--- src/rtl/uart_tx_arbiter.sv ---
// uart_tx_arbiter: round-robin, frame-locking arbiter that feeds byte streams
// from four requesters into a single UART transmitter. Each byte is handed to
// the transmitter as a held uart_tx_en pulse. The arbiter then tracks the
// transmitter's busy flag so that the next byte starts only after the current
// one has been sent.
module uart_tx_arbiter #(
  parameter int unsigned N_REQ        = 4,
  parameter int unsigned EN_HOLD      = 4,
  parameter int unsigned BUSY_TIMEOUT = 16
) (
  input  logic               clk,
  input  logic               rst_n,
  input  logic [N_REQ-1:0]   req_valid,
  input  logic [8*N_REQ-1:0] req_data,
  input  logic [N_REQ-1:0]   req_last,
  output logic [N_REQ-1:0]   req_ready,
  output logic [7:0]         uart_data,
  output logic               uart_tx_en,
  input  logic               uart_tx_busy,
  output logic [1:0]         grant_id,
  output logic               grant_lock,
  output logic               err_timeout
);

  localparam int unsigned   TW        = $clog2(BUSY_TIMEOUT) + 1;
  localparam logic [TW-1:0] TO_LAST   = TW'(BUSY_TIMEOUT - 1);
  localparam logic [3:0]    HOLD_LAST = 4'(EN_HOLD - 1);

  typedef enum logic [1:0] {
    ST_ARB       = 2'd0,
    ST_LOAD      = 2'd1,
    ST_WAIT_RISE = 2'd2,
    ST_WAIT_FALL = 2'd3
  } state_t;

  state_t          state_r, state_s;
  logic [7:0]      uart_data_r, uart_data_s;
  logic            uart_tx_en_r, uart_tx_en_s;
  logic [1:0]      grant_id_r, grant_id_s;
  logic            grant_lock_r, grant_lock_s;
  logic            err_timeout_r, err_timeout_s;
  logic            last_flag_r, last_flag_s;
  logic [1:0]      last_owner_r, last_owner_s;
  logic            busy_seen_r, busy_seen_s;
  logic [3:0]      hold_cnt_r, hold_cnt_s;
  logic [TW-1:0]   to_cnt_r, to_cnt_s;
  logic [1:0]      cand_id_s;
  logic            cand_ok_s;
  logic [N_REQ-1:0] ready_s;
  logic            xfer_s;

  // Round-robin search: first valid requester starting after last_owner.
  // Walking from the farthest offset down to the nearest lets the nearest win.
  function automatic logic [2:0] rr_pick(input logic [N_REQ-1:0] valid,
                                         input logic [1:0]       owner);
    logic [2:0] pick;
    logic [1:0] idx;
    pick = 3'b000;
    for (int k = N_REQ; k >= 1; k--) begin
      idx = owner + 2'(k);
      if (valid[idx]) begin
        pick = {1'b1, idx};
      end else begin
        pick = pick;
      end
    end
    return pick;
  endfunction

  // Candidate selection: the locked owner only, otherwise the round-robin winner.
  always_comb begin
    cand_id_s = 2'd0;
    cand_ok_s = 1'b0;
    if (grant_lock_r) begin
      cand_id_s = grant_id_r;
      cand_ok_s = req_valid[grant_id_r];
    end else begin
      {cand_ok_s, cand_id_s} = rr_pick(req_valid, last_owner_r);
    end
  end

  // Combinational ready: one-hot to the candidate, only while arbitrating.
  // Gated by rst_n so that ready is low as soon as reset is asserted.
  always_comb begin
    ready_s = {N_REQ{1'b0}};
    if (rst_n && (state_r == ST_ARB) && cand_ok_s) begin
      ready_s[cand_id_s] = 1'b1;
    end else begin
      ready_s = {N_REQ{1'b0}};
    end
  end

  assign xfer_s = |ready_s;

  // Next-state and next-register values for the byte hand-off sequence.
  always_comb begin
    state_s       = state_r;
    uart_data_s   = uart_data_r;
    uart_tx_en_s  = uart_tx_en_r;
    grant_id_s    = grant_id_r;
    grant_lock_s  = grant_lock_r;
    err_timeout_s = 1'b0;
    last_flag_s   = last_flag_r;
    last_owner_s  = last_owner_r;
    busy_seen_s   = busy_seen_r;
    hold_cnt_s    = hold_cnt_r;
    to_cnt_s      = to_cnt_r;
    case (state_r)
      ST_ARB: begin
        if (xfer_s) begin
          uart_data_s  = req_data[{cand_id_s, 3'b000} +: 8];
          uart_tx_en_s = 1'b1;
          grant_id_s   = cand_id_s;
          grant_lock_s = 1'b1;
          last_flag_s  = req_last[cand_id_s];
          busy_seen_s  = 1'b0;
          hold_cnt_s   = 4'd0;
          state_s      = ST_LOAD;
        end else begin
          uart_tx_en_s = 1'b0;
        end
      end
      ST_LOAD: begin
        busy_seen_s = busy_seen_r | uart_tx_busy;
        if (hold_cnt_r == HOLD_LAST) begin
          uart_tx_en_s = 1'b0;
          to_cnt_s     = {TW{1'b0}};
          state_s      = ST_WAIT_RISE;
        end else begin
          hold_cnt_s = hold_cnt_r + 4'd1;
        end
      end
      ST_WAIT_RISE: begin
        // A busy seen this very cycle counts, so a late rise never races the timeout.
        busy_seen_s = busy_seen_r | uart_tx_busy;
        if (busy_seen_r || uart_tx_busy) begin
          state_s = ST_WAIT_FALL;
        end else if (to_cnt_r == TO_LAST) begin
          err_timeout_s = 1'b1;
          grant_lock_s  = 1'b0;
          last_owner_s  = grant_id_r;
          state_s       = ST_ARB;
        end else begin
          to_cnt_s = to_cnt_r + TW'(1);
        end
      end
      ST_WAIT_FALL: begin
        if (!uart_tx_busy) begin
          state_s = ST_ARB;
          if (last_flag_r) begin
            grant_lock_s = 1'b0;
            last_owner_s = grant_id_r;
          end else begin
            grant_lock_s = grant_lock_r;
          end
        end else begin
          state_s = state_r;
        end
      end
      default: begin
        state_s = ST_ARB;
      end
    endcase
  end

  // State and output registers; reset leaves requester 0 first in line.
  always_ff @(posedge clk or negedge rst_n) begin
    if (!rst_n) begin
      state_r       <= ST_ARB;
      uart_data_r   <= 8'h00;
      uart_tx_en_r  <= 1'b0;
      grant_id_r    <= 2'd0;
      grant_lock_r  <= 1'b0;
      err_timeout_r <= 1'b0;
      last_flag_r   <= 1'b0;
      last_owner_r  <= 2'd3;
      busy_seen_r   <= 1'b0;
      hold_cnt_r    <= 4'd0;
      to_cnt_r      <= {TW{1'b0}};
    end else begin
      state_r       <= state_s;
      uart_data_r   <= uart_data_s;
      uart_tx_en_r  <= uart_tx_en_s;
      grant_id_r    <= grant_id_s;
      grant_lock_r  <= grant_lock_s;
      err_timeout_r <= err_timeout_s;
      last_flag_r   <= last_flag_s;
      last_owner_r  <= last_owner_s;
      busy_seen_r   <= busy_seen_s;
      hold_cnt_r    <= hold_cnt_s;
      to_cnt_r      <= to_cnt_s;
    end
  end

  assign req_ready   = ready_s;
  assign uart_data   = uart_data_r;
  assign uart_tx_en  = uart_tx_en_r;
  assign grant_id    = grant_id_r;
  assign grant_lock  = grant_lock_r;
  assign err_timeout = err_timeout_r;

endmodule

--- config.mk ---
export PLATFORM = sky130hd
export DESIGN_NAME = uart_tx_arbiter
export DESIGN_NICKNAME = d
export VERILOG_FILES = /design/src/rtl/uart_tx_arbiter.sv
export SDC_FILE = /design/constraint.sdc
export NUM_CORES = 1
export LEC_CHECK = 0
export BUFFER_PORTS_ARGS = -buffer_cell sky130_fd_sc_hd__buf_2
export CORE_ASPECT_RATIO = 1.75
export CORE_UTILIZATION = 40
export DETAILED_ROUTE_END_ITERATION = 16
export GPL_TIMING_DRIVEN = 0
export PLACE_DENSITY = 0.66
export SYNTH_ARGS = -nofsm -noshare
export SYNTH_HDL_FRONTEND = slang
export SYNTH_SLANG_ARGS = --single-unit
--- constraint.sdc ---
create_clock -name clk -period 2.35 [get_ports clk]
set_input_delay 0.1175 -clock clk [delete_from_list [all_inputs] [get_ports clk]]
set_output_delay 0.1175 -clock clk [all_outputs]
set_load 0.1 [all_outputs]
==> key figures <==
Clock tree
  • CTS Root Cell: clkbuf_8
  • Clk_lat worst skew: about 0.27 ns
  • CTS tree: built
  • Max Root-Sink Buffers: 2
  • Num Clock Sinks: 28
  • Max H-tree Level: 1
  • CTS buffer count: 3
  • Reg clk slew, reported paths: 0.10 ns

STA
  • Max-slew headroom: 67.53%
  • Minimum clock period: 2.296 ns
  • Setup Skew: 0.003238 ns
  • Final Hold Vio Count: 0
  • Setup TNS: 0 ns
  • Hold_ws: 0.1561 ns
  • Setup violations, final: 0
  • Worst-Margin Slew: 0.4827 ns
  • FMAX: around 440 MHz
  • Final Slew Violations: 0
  • Setup ws final: 0.05387 ns
  • Period utilization: 97.71%

Floorplan
  • Die area: 4829 µm²
  • Core Region: 4364 µm²
  • Initial core utilization: 41.66%
  • Chip Width: 52.96 µm
  • # IOs: 60
  • Die Span Y: 91.19 µm
  • Cell row count: 32

Synthesis
  • Syn Nets: 238
  • Gate Count Post-Synth: 188
  • Post-Syn Area per Cell: 9.670 µm²
  • Asr flop ratio synth: 100.0%
  • Area leader, netlist: dfrtp_1
  • Synth area leaders: dfrtp_1, mux2i_1, nand2_1, o221ai_1, ha_1
  • YS warnings: 0
  • Share of the synthesized area in the top cell type: 35.79%
  • Post-synth EDFFs: 0
  • Register area share after synthesis: 38.68%
  • Main flop type after synthesis: dfrtp_1
  • Mapped cell area: 1818 µm²
  • Unique masters post-synth: 42
  • Yosys reg bits: 28

Power and ir drop
  • Comb pwr share: 67.7%
  • P_sw: about 1.9 mW
  • Clk pwr share: between 8 and 9%
  • PnR Total Power: about 3.5 mW
  • Pwr Density: 1438 nW/µm²
  • Sequential share of power: between 20% and 30%
  • Sw Share: between 50% and 60%
  • Peak supply drop: 1.085 mV
  • Design internal power: 1.623 mW
  • Pleak: 1.169 nW

Worst setup path
  • FF-to-FF path depth: 6
  • WS Path Type: flop to primary output
  • Crit Path Max Fanout: 10
  • WP depth: 7
  • Slack of the worst reg-to-reg path: 0.17 ns
  • Slowest CP cell: dfrtp_4
  • CP Capture Type: primary output
  • Critical Path Start Type: flop
  • Worst Setup EP: req_ready[0]
  • Slowest stage delay, CP: 0.52 ns
  • R2r startpoint: state_r[0]
  • CP most frequent cell: buf_8
  • CP Data Required Time: approximately 2.2 ns
  • Largest delay share family, worst path: flip-flops
  • Setup crit start: grant_id[0]
  • Worst path arrival time: 2.18 ns
  • CP Cell Sequence: mux4_2 -> o221a_4 -> nand2_4 -> buf_8 -> buf_8 -> nor3b_4 -> buf_12
  • FF-to-FF End: last_owner_r[0]
  • Critical path buffers and inverters: 3

Flow run
  • Max Cap Viol: 0

Route
  • Antenna viol nets, final: 0
  • DRC: 0
  • Post-Route WL: 4652 µm
  • TritonRoute pass-1 iters: 4
  • Iteration-0 DRC Markers: 33
  • Vias/cell: 5.603
  • Avg WL per Cell: 15.01 µm
  • Vias: 1737

Cells and area
  • Nets: between 300 and 400
  • Area growth from synthesis to layout: 35.72%
  • FF/Latch Area: 709.4 µm²
  • Area of the multi-input gates: between 1000 and 1500 µm²
  • Fillers: 397
  • Share of cells above drive strength 1: between 30% and 40%
  • Diode count: 0
  • Post-Layout Cell Count: 310

Global route
  • Initial antenna violation count: 0
  • First-pass GRT wire length: 7472 µm
  • Total grt overflow: 0
  • Via count of the first global-routing pass: 1670
  • Largest net degree at the start of global routing: 27
  • Tot GR Track Use: about 21%

Placed design
  • Pre-CTS WS: -0.1740 ns
  • Final GP Congestion: 0.8612
  • Detailed placer's ending HPWL: ~3400 µm
  • Cells after DPL: 298
  • Port Buffers: 59

Status
  • Outcome: complete, no violations

Min path
  • Hold Crit Class: input port to flop
-- sequential cells by signal, summed over array words and instances (netlist names) --
register and flops:
busy_seen_r 1, hold_cnt_r 4, uart_tx_en 1, grant_id 2, to_cnt_r 5, grant_lock 1, err_timeout 1, last_flag_r 1
last_owner_r 2, state_r 2, uart_data 8
-- worst min-delay path by stage --
stage / cells past startpoint / endpoint / start / slack (ns)
floorplan: 0 / busy_seen_r / rst_n / -0.18
global placement: 1 / uart_data[3] / rst_n / 0.20
detailed placement: 1 / grant_id[0] / rst_n / 0.20
CTS: 3 / uart_data[3] / req_data[27] / 0.14
global route: 3 / uart_data[4] / req_data[4] / 0.16
finish: 3 / uart_data[7] / req_data[7] / 0.16
-- cell usage after synthesis, drive strengths merged, types with 2 or more instances --
| cell type | count |
|---|---|
| nand2 | 27 |
| dfrtp | 26 |
| mux2i | 20 |
| nor2 | 11 |
| o221ai | 11 |
| inv | 9 |
| ha | 7 |
| nand2b | 7 |
| a21oi | 6 |
| nor3 | 6 |
| buf | 5 |
| nand3 | 5 |
| o21ai | 5 |
| nor2b | 4 |
| o22ai | 4 |
| and3 | 3 |
| clkbuf | 3 |
| mux2 | 3 |
| nor3b | 3 |
| a2111oi | 2 |
| a21boi | 2 |
| a221oi | 2 |
| a22o | 2 |
| dfstp | 2 |
-- power groups by stage --
stage | Combinational (mW) | Sequential, mW | Clock [mW]
2_1_floorplan | 1.15 | 1.48 | 0
3_3_place_gp | 2.19 | 0.840 | 0
3_5_place_dp | 2.22 | 0.845 | 0
4_1_cts | 2.31 | 0.840 | 0.313
5_1_grt | 2.54 | 0.872 | 0.332
6_report | 2.40 | 0.841 | 0.304
-- cell type report --
class	instances	area share [%]
Timing Repair Buffer	69	17.65
Multi-Input combinational cell	143	45.23
Inverter	9	1.369
Buffer	6	2.181
Sequential cell	28	28.75
Tap cell	51	2.586
Clock buffer	4	2.231
-- kinds of logic (layout without fill, tap and decap cells) --
| logic type | count (synthesis) | after routing | share of synthesized area, % |
|---|---|---|---|
| flops | 28 | 28 | 38.68 |
| buf+inv | 17 | 88 | 4.679 |
| simple gates | 69 | 69 | 18.72 |
| mux | 24 | 24 | 14.32 |
| fa+ha+maj | 7 | 7 | 4.817 |
| compound gates | 43 | 43 | 18.79 |
-- what timing repair did --
item / 4_1_cts / 5_1_grt
hold buffers: 2 / 0
endpoints found under the setup margin: 16 / 6
pin swaps: 0 / 4
gates resized for setup: 19 / 4
hold endpoints to repair: 26 / 0
buffers inserted: 1 / 7
-- cells in the final DEF, fill, tap and decap left out, drive strengths merged, types with 2 or more instances in the layout --
cell type and n:
buf 73, nand2 27, dfrtp 26, mux2i 20, o221ai 11, nor2 11, inv 9, nand2b 7
ha 7, a21oi 6, nor3 6, o21ai 5, nand3 5, clkbuf 5, nor2b 4, o22ai 4
and3 3, mux2 3, nor3b 3, a22o 2, a2111oi 2, a21boi 2, a221oi 2, dfstp 2
-- per-layer routing --
metal | part of all wire [%] | GRT usage [%] | up-vias
met2 | 59 | 40.19 | 51
met3 | 2.9 | 1.508 | 2
met4 | 0.90 | 6.579 | 0
met1 | 37 | 21.43 | 842
met5 | 0 | 0 | -
li1 | - | - | 842
-- worst reg2reg max path: stages (launching register included) --
cell and delay (ns):
dfrtp_1 0.44, inv_1 0.10, ha_1 0.16, clkbuf_1 0.35
nor2_1 0.14, a2111oi_2 0.53, mux2_2 0.40
-- through the flow --
| step | utilization, % | area, µm² |
|---|---|---|
| 2_1_floorplan | - | 1868 |
| 4_1_cts | 54.90 | 2396 |
| 3_5_place_dp | 51.03 | 2227 |
| 6_report | 56.54 | 2467 |
| 5_1_grt | 56.54 | 2467 |
| 3_3_place_gp | 51.03 | 2227 |
Power figures use the tool's default switching activity.
